==> config.mk <==
export PLATFORM = sky130hd
export DESIGN_NAME = d_ff_pipe
export DESIGN_NICKNAME = d
export VERILOG_FILES = /design/src/rtl/d_ff_pipe_pkg.sv /design/src/rtl/d_ff_stage.sv /design/src/rtl/d_ff_pipe.sv
export SDC_FILE = /design/constraint.sdc
export NUM_CORES = 1
export LEC_CHECK = 0
export CAP_MARGIN = 20
export CORE_ASPECT_RATIO = 0.75
export CORE_MARGIN = 3
export CORE_UTILIZATION = 49
export DETAILED_ROUTE_END_ITERATION = 12
export GPL_TIMING_DRIVEN = 0
export PLACE_DENSITY_LB_ADDON = 0.1
export SLEW_MARGIN = 5
export SYNTH_ARGS = -nofsm -noshare
export SYNTH_HDL_FRONTEND = slang
export SYNTH_SLANG_ARGS = --single-unit
==> constraint.sdc <==
create_clock -name clock -period 2.3 [get_ports clock]
set_input_delay 0.46 -clock clock [delete_from_list [all_inputs] [get_ports clock]]
set_output_delay 0.46 -clock clock [all_outputs]
set_load 0.05 [all_outputs]
==> src/rtl/d_ff_pipe_pkg.sv <==
// Shared sizing helpers for the d_ff_pipe delay line.
// Both tap-select and occupancy widths are clog2 clamped to a minimum of one bit.
package d_ff_pipe_pkg;

  function automatic int unsigned clog2_min1(input int unsigned n);
    int unsigned r;
    r = 32'($clog2(n));
    return (r < 32'd1) ? 32'd1 : r;
  endfunction

  // Bits needed to address any stage of a DEPTH-deep line.
  function automatic int unsigned tap_width(input int unsigned depth);
    return clog2_min1(depth);
  endfunction

  // Bits needed to count 0..DEPTH valid stages.
  function automatic int unsigned occ_width(input int unsigned depth);
    return clog2_min1(depth + 32'd1);
  endfunction

endpackage

==> src/rtl/d_ff_stage.sv <==
// One stage of the delay line: WIDTH data bits plus a valid bit.
// Priority reset > clear_valid > load; clear_valid leaves the data untouched.
module d_ff_stage #(
  parameter int unsigned      WIDTH       = 8,
  parameter logic [WIDTH-1:0] RESET_VALUE = '0
) (
  input  logic             clock,
  input  logic             reset,
  input  logic             load,
  input  logic             clear_valid,
  input  logic [WIDTH-1:0] d,
  input  logic             d_valid,
  output logic [WIDTH-1:0] q,
  output logic             q_valid
);

  always_ff @(posedge clock) begin
    if (reset) begin
      q       <= RESET_VALUE;
      q_valid <= 1'b0;
    end else if (clear_valid) begin
      q_valid <= 1'b0;
    end else if (load) begin
      q       <= d;
      q_valid <= d_valid;
    end
  end

endmodule

==> src/rtl/d_ff_pipe.sv <==
// Enable-gated, flushable delay line of DEPTH stages with a registered
// occupancy counter and a combinational tap onto any stage.
module d_ff_pipe
  import d_ff_pipe_pkg::*;
#(
  parameter int unsigned      WIDTH       = 8,
  parameter int unsigned      DEPTH       = 4,
  parameter logic [WIDTH-1:0] RESET_VALUE = '0,
  localparam int unsigned     TW          = tap_width(DEPTH),
  localparam int unsigned     OW          = occ_width(DEPTH)
) (
  input  logic             clock,
  input  logic             reset,
  input  logic             enable,
  input  logic             flush,
  input  logic [WIDTH-1:0] data,
  input  logic             data_valid,
  input  logic [TW-1:0]    tap_sel,
  output logic [WIDTH-1:0] out,
  output logic             out_valid,
  output logic [WIDTH-1:0] tap_out,
  output logic             tap_valid,
  output logic [OW-1:0]    occupancy
);

  logic [WIDTH-1:0] stage_data [DEPTH];
  logic [DEPTH-1:0] stage_valid;

  // Stage 0 takes the input port, every later stage takes its predecessor.
  for (genvar i = 0; i < DEPTH; i++) begin : g_stage
    logic [WIDTH-1:0] d_in;
    logic             v_in;

    if (i == 0) begin : g_head
      assign d_in = data;
      assign v_in = data_valid;
    end else begin : g_body
      assign d_in = stage_data[i-1];
      assign v_in = stage_valid[i-1];
    end

    d_ff_stage #(
      .WIDTH       (WIDTH),
      .RESET_VALUE (RESET_VALUE)
    ) u_stage (
      .clock       (clock),
      .reset       (reset),
      .load        (enable),
      .clear_valid (flush),
      .d           (d_in),
      .d_valid     (v_in),
      .q           (stage_data[i]),
      .q_valid     (stage_valid[i])
    );
  end

  assign out       = stage_data[DEPTH-1];
  assign out_valid = stage_valid[DEPTH-1];

  // Entering valid adds one, leaving valid removes one; both can cancel out.
  always_ff @(posedge clock) begin
    if (reset || flush) begin
      occupancy <= '0;
    end else if (enable) begin
      occupancy <= occupancy + OW'(data_valid) - OW'(stage_valid[DEPTH-1]);
    end
  end

  // Out-of-range selects read back as an empty reset stage.
  always_comb begin
    tap_out   = RESET_VALUE;
    tap_valid = 1'b0;
    for (int unsigned i = 0; i < DEPTH; i++) begin
      if (tap_sel == TW'(i)) begin
        tap_out   = stage_data[i];
        tap_valid = stage_valid[i];
      end
    end
  end

endmodule

==> results by group <==
Clock network
  – Max clock buf depth: 2
  – CTS tree: done
  – Num CTS Buffers: 5
  – Skew-Pair Late Insertion Delay: about 0.28 ns
  – CTS Root Cell: clkbuf_8
  – Hold-fix buffers, CTS: 0
  – Clock slew seen by the registers of the worst setup and hold paths: approximately 0.070 ns
  – CTS Sinks: 39
  – # H-tree levels: 2

Detailed routing
  – Antenna viol nets, final: 0
  – Via count: 1429
  – DR WL/cell: around 15 µm
  – Vias/cell: around 5.4
  – Met2 wire len: between 1500 and 2000 µm
  – Top sig layer: met4
  – Met1 wire length: 1730 µm
  – Drt first pass iters: 4
  – DR WL met3: slightly below 300 µm
  – DRC viols: 0
  – WL final: 3980 µm
  – DRT iter0 DRCs: 74

Floorplanning
  – Core region area: around 3100 µm²
  – # IOs: 36
  – Die Wd: around 73 µm
  – # rows: 17
  – Initial Util: a little over half
  – Die height: ~56 µm
  – Die area: 4120 µm²

STA
  – RSZ-0062 raised after global routing: no
  – Highest Clock Rate: between 400 and 500 MHz
  – Final WS setup: around 0.12 ns
  – Endpoints failing setup: 0
  – Final period util: roughly 95%
  – Worst-Margin Slew: about 0.50 ns
  – Clock Skews: 0.00175 ns
  – Final hold violations: 0
  – Slew margin rel.: 66.5%
  – Final min period: 2.18 ns
  – Slew Limit Fails: 0
  – Worst hold slack: about 0.4 ns

Critical path
  – Setup Crit Path Kind: input pin to primary output
  – Largest fanout on the critical path: 9
  – Max stage delay cell, worst path: mux4_2
  – Crit path largest cell delay: between 0.5 and 0.6 ns
  – Critical Path AT: approximately 1.7 ns
  – Critical Path End Type: primary output
  – Critical Path Start Type: input pin
  – CP bufs+invs: 2
  – Top delay family on crit path: buffers and inverters
  – Worst-path cell chain: buf_2 > mux4_2 > dlygate4sd2_1
  – Worst EP required: between 1.5 and 2 ns

Finish
  – Area growth syn-to-layout: 27.6%
  – Layout cells sized above 1: 12.9%
  – Antenna Cells: 0
  – Utilization after layout: between 60% and 70%
  – Final net count: approximately 240
  – Final Cell Area: around 2100 µm²

Job
  – Max-Cap Viols: 0

Synth
  – Main combinational cell family by area after synthesis: simple AND/OR/NAND/NOR gates
  – Post-synthesis xor/xnor area fraction: less than 1%
  – Multiplexer area fraction after synthesis: ~15%
  – Yosys cell types: 20
  – Post-Syn Nets: a little over 200
  – Register area share after synthesis: 47.2%
  – Post-synthesis compound-gate area fraction: a little under an eighth
  – Number of synthesized register bits: 39
  – Mapped Cells: about 190
  – Synth warnings: 0
  – Post-Synth Adder-Cell Area: between 2 and 3%
  – Post-Syn Area per Cell: about 8.9 µm²
  – Simple-gate portion of the synthesized area: between 15 and 20%
  – Post-Synthesis Cell Area: 1660 µm²

Run status
  – Outcome: complete, no violations

Global routing
  – GRT Resource Usage Total: 21.9%
  – Initial antenna violation count: 0
  – Vias in the first global route: about 1500
  – Pin count of the biggest net entering global routing: 12
  – GRT overflow: 0
  – First-pass GRT wire length: slightly below 7000 µm

Placement
  – Placer congestion estimate: 0.801
  – Port Buffers: 32
  – Pre-CTS WS: -0.187 ns
  – Detail Placement HPWL: around 2900 µm
  – DP Area: just over 2000 µm²

Min path
  – Min-Delay Path Class: input pin to flop

Power
  – Pwr Density: between 600 and 700 nW/µm²
  – Leak Pwr: approximately 0.00080 µW
  – Worst IR Drop VDD: between 0.0004 and 0.0005 V
final cells by class:
cell class	instances	area, µm²
multi-input cells	127	783
well taps	38	47.5
repair buffers	32	309
plain buffers	15	76.3
inverters	4	15.0
flip-flops and latches	39	781
clock buffers	8	100
fillers	251	972
cell usage in the layout (no fill, tap or decap):
master and count:
clkbuf_8 7, xor2_1 1, nand2_1 64, mux4_2 9, buf_2 9, a31o_1 1
fa_1 1, nor2b_1 1, clkbuf_1 5, mux2i_1 5, or2_1 1, clkdlybuf4s50_1 23
inv_1 4, a21oi_1 32, nor2_1 7, a211oi_1 1, buf_6 1, nand2b_2 1
dlygate4sd2_1 9, ha_1 2, clkbuf_2 1, dfxtp_1 39, a211oi_2 1
flip-flops by register name, summed over array words and instances, names as in the netlist:
signal and cells:
g_stage.u_stage.q 32, g_stage.u_stage.q_valid 4, occupancy 3
cells in the mapped netlist (all sizes together):
cell	count	area share, %
a31o	1	0.53
clkbuf	5	1.2
buf	10	3.4
a211oi	2	1.2
xor2	1	0.53
nand2b	1	0.53
inv	4	0.91
nor2	7	1.6
or2	1	0.38
nor2b	1	0.38
dfxtp	39	47
mux2i	5	3.0
nand2	64	15
ha	2	1.5
a21oi	32	9.7
mux4	9	12
fa	1	1.2
metrics by stage:
step	total power [µW]	setup TNS, ns	instances
floorplan	798	0	185
global placement	845	-1.44	255
detailed placement	849	-1.43	255
finish	1330	0	263
CTS	1340	0	263
global route	1380	0	263
metal layers:
layer | GRT usage (%) | vias up
met4 | 7.89 | 0
li1 | - | 691
met5 | 0 | -
met2 | 35.4 | 63
met3 | 5.01 | 6
met1 | 28.3 | 669
final timing paths:
check                           cells past startpoint                                     from  slack (ns)                              endpoint
worst max-delay path                                3                               tap_sel[0]        0.12                            tap_out[2]
worst min register to register                      2     g_stage[3].u_stage.q[1]$_SDFFE_PP0P_        0.47  g_stage[3].u_stage.q[1]$_SDFFE_PP0P_
worst min-delay path                                2                                    reset        0.41  g_stage[2].u_stage.q[2]$_SDFFE_PP0P_
worst max register to register                      8  g_stage[3].u_stage.q_valid$_SDFFE_PP0P_        0.42             occupancy[2]$_SDFFE_PP0P_
kinds of logic (layout without fill, tap and decap cells):
| kind of cell | after synthesis | count (layout) |
|---|---|---|
| and+or+nand+nor | 74 | 74 |
| DFF | 39 | 39 |
| AOI/OAI and AO/OA | 35 | 35 |
| buffers and inverters | 19 | 59 |
| muxes | 14 | 14 |
| adders and majority gates | 3 | 3 |
| xor gates and xnor gates | 1 | 1 |
report_power, final:
group          internal (µW)  switching [µW]  total, µW
sequential               687            9.52        696
combinational           55.5            79.4        135
clock                    274             226        500
timing repair:
action                                  4_1_cts  5_1_grt
resized for setup                             9        0
endpoints found under the setup margin        9        0
buffers inserted                              0        0
No activity file was read; power rests on OpenSTA's default activity.
